<file path="src/rtl/mc_pkg.sv">
// mc_pkg: shared state, opcode, ALU-control and mux-select encodings for the multicycle controller.
package mc_pkg;
  typedef enum logic [3:0] {
    FETCH, DECODE, MEMADR, MEMREAD, MEMWB, MEMWRITE,
    EXECUTER, EXECUTEI, ALUWB, BEQ, JAL, TRAP
  } statetype_t;
  localparam logic [6:0] OP_LW  = 7'b0000011;
  localparam logic [6:0] OP_SW  = 7'b0100011;
  localparam logic [6:0] OP_R   = 7'b0110011;
  localparam logic [6:0] OP_I   = 7'b0010011;
  localparam logic [6:0] OP_BEQ = 7'b1100011;
  localparam logic [6:0] OP_JAL = 7'b1101111;
  localparam logic [2:0] ALU_ADD = 3'b000;
  localparam logic [2:0] ALU_SUB = 3'b001;
  localparam logic [2:0] ALU_AND = 3'b010;
  localparam logic [2:0] ALU_OR  = 3'b011;
  localparam logic [2:0] ALU_SLT = 3'b101;
  localparam logic [1:0] ALUOP_ADD   = 2'b00;
  localparam logic [1:0] ALUOP_SUB   = 2'b01;
  localparam logic [1:0] ALUOP_FUNCT = 2'b10;
  localparam logic [1:0] SRCA_PC    = 2'b00;
  localparam logic [1:0] SRCA_OLDPC = 2'b01;
  localparam logic [1:0] SRCA_RS1   = 2'b10;
  localparam logic [1:0] SRCB_RS2   = 2'b00;
  localparam logic [1:0] SRCB_IMM   = 2'b01;
  localparam logic [1:0] SRCB_FOUR  = 2'b10;
  localparam logic [1:0] RES_ALUOUT    = 2'b00;
  localparam logic [1:0] RES_DATA      = 2'b01;
  localparam logic [1:0] RES_ALURESULT = 2'b10;
  localparam logic [1:0] IMM_I = 2'b00;
  localparam logic [1:0] IMM_S = 2'b01;
  localparam logic [1:0] IMM_B = 2'b10;
  localparam logic [1:0] IMM_J = 2'b11;
endpackage

</file>
<file path="src/rtl/alu_decoder.sv">
// alu_decoder: maps ALUOp plus funct3/funct7b5/op[5] to the ALU control code.
module alu_decoder
  import mc_pkg::*;
(
  input  logic [1:0] alu_op,
  input  logic [2:0] funct3,
  input  logic       funct7b5,
  input  logic       op5,
  output logic [2:0] alu_control
);
  // op5 separates R-type sub from addi, whose instr[30] is just immediate bits
  always_comb
    alu_control = alu_op == ALUOP_ADD ? ALU_ADD :
                  alu_op == ALUOP_SUB ? ALU_SUB :
                  funct3 == 3'b000    ? ((funct7b5 & op5) ? ALU_SUB : ALU_ADD) :
                  funct3 == 3'b010    ? ALU_SLT :
                  funct3 == 3'b110    ? ALU_OR :
                  funct3 == 3'b111    ? ALU_AND : ALU_ADD;
endmodule

</file>
<file path="src/rtl/multicycle_controller.sv">
// multicycle_controller: control FSM of the multicycle RV32I core.
// Define MC_ILLEGAL_TRAP_EN to trap unsupported opcodes and expose the illegal flag.
module multicycle_controller
  import mc_pkg::*;
#(
  parameter bit WAIT_MEM = 1'b1
) (
  input  logic       clk,
  input  logic       rst_n,
  input  logic [6:0] op,
  input  logic [2:0] funct3,
  input  logic       funct7b5,
  input  logic       Zero,
  input  logic       mem_ready,
  output logic       PCWrite,
  output logic       AdrSrc,
  output logic       MemWrite,
  output logic       IRWrite,
  output logic [1:0] ResultSrc,
  output logic [1:0] ALUSrcA,
  output logic [1:0] ALUSrcB,
  output logic [1:0] ImmSrc,
  output logic [2:0] ALUControl,
  output logic       RegWrite
`ifdef MC_ILLEGAL_TRAP_EN
  , output logic     illegal
`endif
);
`ifdef MC_ILLEGAL_TRAP_EN
  localparam statetype_t BAD_OP_NEXT = TRAP;
`else
  localparam statetype_t BAD_OP_NEXT = FETCH;
`endif
  statetype_t state, next_state;
  logic [1:0] alu_op;
  logic ready, pc_w, ir_w, reg_w, mem_w;
  assign ready = WAIT_MEM ? mem_ready : 1'b1;
  always_ff @(posedge clk or negedge rst_n)
    if (!rst_n) state <= FETCH;
    else state <= next_state;
  always_comb begin
    next_state = FETCH;
    case (state)
      FETCH:    next_state = ready ? DECODE : FETCH;
      DECODE:   next_state = (op == OP_LW || op == OP_SW) ? MEMADR :
                             op == OP_R   ? EXECUTER :
                             op == OP_I   ? EXECUTEI :
                             op == OP_BEQ ? BEQ :
                             op == OP_JAL ? JAL : BAD_OP_NEXT;
      MEMADR:   next_state = op[5] ? MEMWRITE : MEMREAD;
      MEMREAD:  next_state = ready ? MEMWB : MEMREAD;
      MEMWRITE: next_state = ready ? FETCH : MEMWRITE;
      EXECUTER, EXECUTEI, JAL: next_state = ALUWB;
      TRAP:     next_state = TRAP;
      default:  next_state = FETCH;
    endcase
  end
  always_comb begin
    pc_w = 1'b0;
    ir_w = 1'b0;
    reg_w = 1'b0;
    mem_w = 1'b0;
    AdrSrc = 1'b0;
    ResultSrc = RES_ALUOUT;
    ALUSrcA = SRCA_PC;
    ALUSrcB = SRCB_RS2;
    alu_op = ALUOP_ADD;
    case (state)
      FETCH: begin
        ALUSrcB = SRCB_FOUR;
        ResultSrc = RES_ALURESULT;
        ir_w = ready;
        pc_w = ready;
      end
      DECODE: begin
        ALUSrcA = SRCA_OLDPC;
        ALUSrcB = SRCB_IMM;
      end
      MEMADR: begin
        ALUSrcA = SRCA_RS1;
        ALUSrcB = SRCB_IMM;
      end
      MEMREAD: AdrSrc = 1'b1;
      MEMWB: begin
        ResultSrc = RES_DATA;
        reg_w = 1'b1;
      end
      MEMWRITE: begin
        AdrSrc = 1'b1;
        mem_w = 1'b1;
      end
      EXECUTER: begin
        ALUSrcA = SRCA_RS1;
        alu_op = ALUOP_FUNCT;
      end
      EXECUTEI: begin
        ALUSrcA = SRCA_RS1;
        ALUSrcB = SRCB_IMM;
        alu_op = ALUOP_FUNCT;
      end
      ALUWB: reg_w = 1'b1;
      BEQ: begin
        ALUSrcA = SRCA_RS1;
        alu_op = ALUOP_SUB;
        pc_w = Zero;
      end
      JAL: begin
        ALUSrcA = SRCA_OLDPC;
        ALUSrcB = SRCB_FOUR;
        pc_w = 1'b1;
      end
      default: ;
    endcase
  end
  // state is already FETCH during reset, so only the enables need forcing low
  assign PCWrite = rst_n & pc_w;
  assign IRWrite = rst_n & ir_w;
  assign RegWrite = rst_n & reg_w;
  assign MemWrite = rst_n & mem_w;
  always_comb
    ImmSrc = op == OP_SW  ? IMM_S :
             op == OP_BEQ ? IMM_B :
             op == OP_JAL ? IMM_J : IMM_I;
`ifdef MC_ILLEGAL_TRAP_EN
  assign illegal = state == TRAP;
`endif
  alu_decoder u_alu_decoder (
    .alu_op(alu_op),
    .funct3(funct3),
    .funct7b5(funct7b5),
    .op5(op[5]),
    .alu_control(ALUControl)
  );
endmodule

</file>
<file path="config.mk">
export PLATFORM = sky130hd
export DESIGN_NAME = multicycle_controller
export DESIGN_NICKNAME = d
export VERILOG_FILES = /design/src/rtl/mc_pkg.sv /design/src/rtl/alu_decoder.sv /design/src/rtl/multicycle_controller.sv
export SDC_FILE = /design/constraint.sdc
export NUM_CORES = 1
export LEC_CHECK = 0
export BUFFER_PORTS_ARGS = -buffer_cell sky130_fd_sc_hd__buf_2
export CAP_MARGIN = 25
export CORE_MARGIN = 5
export CORE_UTILIZATION = 48
export CTS_CLUSTER_SIZE = 30
export DETAILED_ROUTE_END_ITERATION = 8
export PLACE_DENSITY = 0.93
export SLEW_MARGIN = 20
export SYNTH_ARGS = -nofsm -noshare
export SYNTH_HDL_FRONTEND = slang
export SYNTH_SLANG_ARGS = --single-unit
</file>
<file path="constraint.sdc">
create_clock -name clk -period 3.4 [get_ports clk]
set_input_delay 0.17 -clock clk [delete_from_list [all_inputs] [get_ports clk]]
set_output_delay 0.17 -clock clk [all_outputs]
set_load 0.02 [all_outputs]
</file>
==> results.tsv, run 1 <==
stage	metric	value	unit
cts	clockRootBuffer	clkbuf_4	
yosys	netlist_area	638.1	um2
cts	ctsResizeCount	0	
sta	worstMarginPinSlew	0.6073	ns
yosys	synth-compound-area-share	0.2196	
cts	insertion_delay	0.23	ns
placement	dp.cells	117	
sta	skew	0.005807	ns
route	drc	0	
route	num_vias	670	
placement	place_congestion	0.7882	
route	via_per_inst	5.537	
finish	top_regs	state x4	
cts	path_clk_slew	0.04	ns
critical_path	cp_data_arrival_time	1.73	ns
floorplanning	initial_core_util	0.4966	
finish	diodes	0	
power_and_ir_drop	p_leak	0.0003859	uW
yosys	synth-adder-area-share	0	
route	ant_nets	0	
finish	final_nets	123	
cts	cts_tree	yes	
sta	period_share	0.5601	
placement	pre_cts_slack	1.751	ns
floorplanning	rows	13	
sta	fin_tns_setup	0	ns
power_and_ir_drop	total_power	212.7	uW
yosys	syn-instance-count	79	
yosys	ys_warn_count	0	
finish	regMostFlops	state	
critical_path	crit_fanout	18	
critical_path	critPathMaxStageDelay	0.59	ns
route	routed_wl	1.589	mm
yosys	synthSimpleGateAreaFrac	0.4529	
placement	hpwl	1.226	mm
power_and_ir_drop	powerDensity	268.1	nW/um2
yosys	ys_seq_elements	4	
sta	maxSlewViolCount	0	
floorplanning	die-area	2159	um2
sta	hold_viol	0	
yosys	synth_cell_types	40	
yosys	synth_mux_area_frac	0.03137	
cts	cts_sinks	4	
floorplanning	ios	31	
min_path	min_path_type	in2reg	
yosys	synth-xor-area-share	0.05490	
route	wire_per_inst	13.13	um
finish	syn_to_final_growth	24.31	%
finish	fillers	118	
critical_path	start_kind	flip-flop	
power_and_ir_drop	vdd_drop_max	198.6	uV
critical_path	critPathKind	reg2out	
finish	postLayoutCoreUtil	0.6173	
sta	rsz0062_at_grt	false	
run_status	outcome	finished, final reports clean	
cts	cts_buffers	3	
flow_run	maxCapViolCount	0	
yosys	yosysSeqAreaShare	0.1569	
sta	relSlewSlack	0.5951	
sta	min_period	1.904	ns
cts	cts_max_level	1	
finish	layout-drive-gt1-share	0.3774	
global_route	grt_overflow	0	
floorplanning	die_h	46.46	um
sta	setup_violations	0	
finish	final_cells	121	
global_route	grt_pass1_vias	595	
global_route	grt_max_degree	20	
yosys	yosys_most_used_dff	dfrtp_1	
yosys	synthesis.nets	94	
sta	layout_setup_ws	1.496	ns
critical_path	crit_family	flip-flops	
route	dr.pass1.iters	4	
placement	numPortBuffers	30	
global_route	grt_pass1_wl	2.546	mm
critical_path	critPathBufInv	1	
floorplanning	core_area	1285	um2
yosys	synth_top_family_by_area	simple AND/OR/NAND/NOR gates	
yosys	async_reset_ff_frac	1.000	
sta	max_freq	525.1	MHz
yosys	synth_edf_count	0	
floorplanning	die_w	46.46	um
global_route	grt_antenna_before_repair	0	
route	dr.first_iter.drc_count	6	
finish	largest_reg_flops	4	
critical_path	crit_path_cell_trace	or3b_1, a21o_1, a21oi_2, buf_2	
yosys	avgSynthCellArea	8.077	um2
critical_path	required	3.23	ns
critical_path	critPathCaptureType	output pin	
critical_path	slowest_stage	dfrtp_1	
cts	clockBufferDepth	2	
global_route	track_usage	0.1569	
[tightest hold or removal path, delay by kind of cell]
family / cells / cell delay [ns]
buf+inv: 1 / 0.12
compound gates: 1 / 0.07
simple gates: 1 / 0.06
[worst paths after layout]
check / startpoint / endpoint / slack, ns / cells past startpoint
max in group asynchronous: rst_n / state[1] / 2.95 / 2
min reg2reg: state[2] / state[1] / 0.90 / 2
max: state[3] / PCWrite / 1.50 / 4
min: op[4] / state[2] / 0.24 / 3
max reg2reg: state[0] / state[0] / 2.00 / 3
min in group asynchronous: rst_n / state[3] / 0.29 / 2
[cell type report]
type	count	area (um2)	area share
clock buffers	3	22.52	0.02839
repair buffers	31	160.2	0.2019
well taps	15	18.77	0.02366
inverters	2	7.507	0.009464
multi-input cells	66	484.2	0.6104
flip-flops and latches	4	100.1	0.1262
[timing repair]
| action | 4_1_cts | 5_1_grt |
|---|---|---|
| setup buffers | 0 | 0 |
| endpoints found under the hold margin | 4 | 0 |
| hold buffers | 1 | 0 |
[power breakdown]
group / internal, uW / leakage (uW) / switching [uW]
registers: 50.3 / 0.0000544 / 12.6
logic: 42.8 / 0.000318 / 49.0
clock network: 39.4 / 0.0000138 / 18.7
total: 132 / 0.000386 / 80.2
[cell families after synthesis]
kind of cell	after synthesis
buffers and inverters	9
AOI/OAI and AO/OA	16
xor gates and xnor gates	4
muxes	2
and+or+nand+nor	44
DFF	4
[metal layers]
metal	up-vias	share of wire	GRT usage
met3	0	0.062	0.01563
met5	-	0	0
li1	346	-	-
met2	17	0.53	0.2555
met1	307	0.41	0.2135
met4	0	0	0.05114
[metrics by stage]
stage / area, um2 / hold slack [ns]
after floorplan: 638.1 / -0.1256
after global placement: 760.7 / 0.003384
after detailed placement: 760.7 / 0.006242
after CTS: 793.3 / 0.2334
after global routing: 793.3 / 0.2531
final: 793.3 / 0.2406
[Yosys cell counts, types with 2 or more instances]
library cell | count | area (um2)
a21oi_1 | 2 | 10.01
a21oi_2 | 2 | 17.52
and2_1 | 2 | 12.51
and3_1 | 2 | 12.51
buf_2 | 4 | 20.02
buf_4 | 2 | 15.01
dfrtp_1 | 4 | 100.1
inv_1 | 2 | 7.510
mux2i_1 | 2 | 20.02
nand2_1 | 5 | 18.77
nand2b_1 | 5 | 31.28
nand3_1 | 3 | 15.01
nand3b_1 | 4 | 30.03
nand4_1 | 2 | 12.51
nor2_1 | 4 | 15.01
nor2b_1 | 2 | 12.51
nor3_1 | 3 | 15.01
nor3b_1 | 3 | 22.52
o2111ai_1 | 2 | 17.52
or3b_1 | 2 | 17.52
xnor2_1 | 2 | 17.52
xor2_1 | 2 | 17.52
[placed cells by master, fill, tap and decap left out, drive strengths merged, types with 4 or more instances in the layout]
cell type   n
nor2        4
buf        30
dfrtp       4
nand2       5
nand3b      4
a21oi       4
nand2b      5
Note: power is estimated with default switching activity, not from simulation.
==> inputs of run 2 (changes only) <==
- CORE_UTILIZATION: 48 -> 40
- PLACE_DENSITY: 0.93 -> 0.84
- clock period: 3.4 -> 1.55 ns (I/O delays scaled with it)
==> run 2 against run 1 <==
Net effect: critical path depth stayed put; first-iteration DRC count fell by 17%; clock skew is 0.0046 ns lower; power rose by 130%; non-clock buffer count is 13 higher; worst hold slack got worse by 0.086 ns; critical endpoint unchanged; highest routed layer is now met4.
==> results.tsv, run 2 (same netlist as run 1, synthesis figures left out) <==
stage	metric	value	unit
run_status	outcome	finished, final reports clean	
cts	clockBufferDepth	2	
cts	cts_tree	yes	
power_and_ir_drop	p_sw	178.2	uW
cts	cts_sinks	4	
finish	final_common_cell	buf_2	
power_and_ir_drop	power.share.clock	0.246	
critical_path	ff2ff_path_depth	4	
floorplanning	rows	14	
power_and_ir_drop	p_int	317.6	uW
power_and_ir_drop	vdd_drop_max	529.7	uV
global_route	grt_pass1_vias	717	
global_route	grt_overflow	0	
critical_path	required	1.47	ns
critical_path	crit_fanout	4	
floorplanning	core_area	1506	um2
min_path	min_path_cells	3	
finish	final_cell_mix	buf_2 (29), buf_4 (14), nand2_1 (5), nand2b_1 (5)	
route	dr.pass1.iters	4	
placement	place_congestion	0.7604	
power_and_ir_drop	p_sw_frac	0.3594	
cts	path_clk_slew	0.04	ns
sta	rsz0062_at_grt	true	
floorplanning	initial_core_util	0.4236	
sta	relSlewSlack	0.8041	
min_path	min_to	state[2]	
placement	numPortBuffers	30	
finish	top_regs	state x4	
critical_path	start_kind	flip-flop	
global_route	track_usage	0.1484	
cts	cts_buffers	3	
power_and_ir_drop	p_leak	0.0004516	uW
sta	setup_violations	0	
sta	min_period	1.540	ns
critical_path	cp_data_arrival_time	1.46	ns
cts	cts_max_level	1	
power_and_ir_drop	powerDensity	545.9	nW/um2
critical_path	r2r-end	state[0]	
floorplanning	die_h	49.94	um
critical_path	r2r_slack	0.19	ns
min_path	min_path_type	in2reg	
placement	hpwl	1.379	mm
route	num_vias	740	
sta	maxSlewViolCount	0	
finish	largest_reg_flops	4	
finish	final_nets	136	
finish	diodes	0	
route	wire_per_inst	13.84	um
sta	worstMarginPinSlew	0.2926	ns
critical_path	timing.rr.start	state[1]	
flow_run	maxCapViolCount	0	
global_route	grt_antenna_before_repair	0	
floorplanning	ios	31	
sta	hold_viol	0	
power_and_ir_drop	total_power	495.9	uW
sta	period_share	0.9937	
global_route	grt_pass1_wl	2.987	mm
route	drc	0	
min_path	hp-start	op[4]	
finish	layout-drive-gt1-share	0.4958	
finish	regMostFlops	state	
critical_path	critPathKind	reg2out	
route	routed_wl	1.868	mm
route	via_per_inst	5.481	
power_and_ir_drop	seqPwrFrac	0.243	
cts	insertion_delay	0.23	ns
route	ant_nets	0	
critical_path	critPathCaptureType	output pin	
finish	final_cell_area	908.4	um2
cts	clockRootBuffer	clkbuf_4	
placement	dpl_cell_area	805.8	um2
floorplanning	die-area	2494	um2
sta	max_freq	649.2	MHz
finish	syn_to_final_growth	42.35	%
floorplanning	die_w	49.94	um
power_and_ir_drop	comb_power_share	0.512	
route	dr.first_iter.drc_count	5	
global_route	grt_max_degree	13	
sta	skew	0.001211	ns
## run 2: cell types whose count changed in the layout (fill, tap and decap cells not counted)
cell,before,now
buf_4,0,14
dfrtp_2,0,4
nor2b_1,2,1
dfrtp_1,4,0
nor4_1,1,0
nor2b_2,0,1
nor4_2,0,1
buf_2,30,29
## run 2: worst max-delay path by stage
stage / from / endpoint / cells after the start
2_1_floorplan: state[1] / IRWrite / 3
3_3_place_gp: state[1] / AdrSrc / 4
3_5_place_dp: state[2] / state[0] / 4
4_1_cts: state[0] / PCWrite / 4
5_1_grt: state[0] / PCWrite / 4
6_report: state[0] / PCWrite / 4
## run 2: metal layers
metal  GRT usage  vias to the layer above  share of wire  wire (um)
li1            -                      374              -          -
met1      0.1547                      337           0.39        722
met5           0                        -              0          0
met3     0.04518                        2          0.069        129
met4     0.03493                        0          0.011         21
met2      0.2818                       27           0.53        994
## run 2: final cells by class
cell class | count | area, um2
flip-flops and latches | 4 | 105.1
clock buffers | 3 | 22.52
multi-input cells | 66 | 493.0
repair buffers | 44 | 260.3
well taps | 16 | 20.02
inverters | 2 | 7.507
fillers | 145 | 598.1
## run 2: through the flow
stage                 util  hold WS [ns]  setup slack (ns)  instances  setup TNS (ns)
floorplan                -       -0.2181           0.07077         79               0
global route        0.6030        0.1544          -0.04349        135         -0.1099
global placement    0.5349      -0.08911            0.2039        123               0
finish              0.6030        0.1549          0.009720        135               0
CTS                 0.5748        0.1502         -0.006065        130       -0.006065
detailed placement  0.5349      -0.08219            0.1803        123               0
## run 2: timing repair
item / 4_1_cts / 5_1_grt
hold buffers: 1 / 0
hold endpoints to repair: 4 / 0
setup buffers: 3 / 5
setup endpoints to repair: 6 / 8
resized for setup: 6 / 2
## run 2: power by group through the flow
stage	Sequential, uW	Clock [uW]	Combinational [uW]
global placement	124	0	220
CTS	123	127	239
floorplan	115	0	169
finish	120	122	254
global route	121	138	280
detailed placement	125	0	226
## run 2: critical path, stage by stage, from the launching register on
cell,delay (ns)
dfrtp_2,0.41
or3b_1,0.37
a21o_1,0.18
a21oi_2,0.12
buf_4,0.14
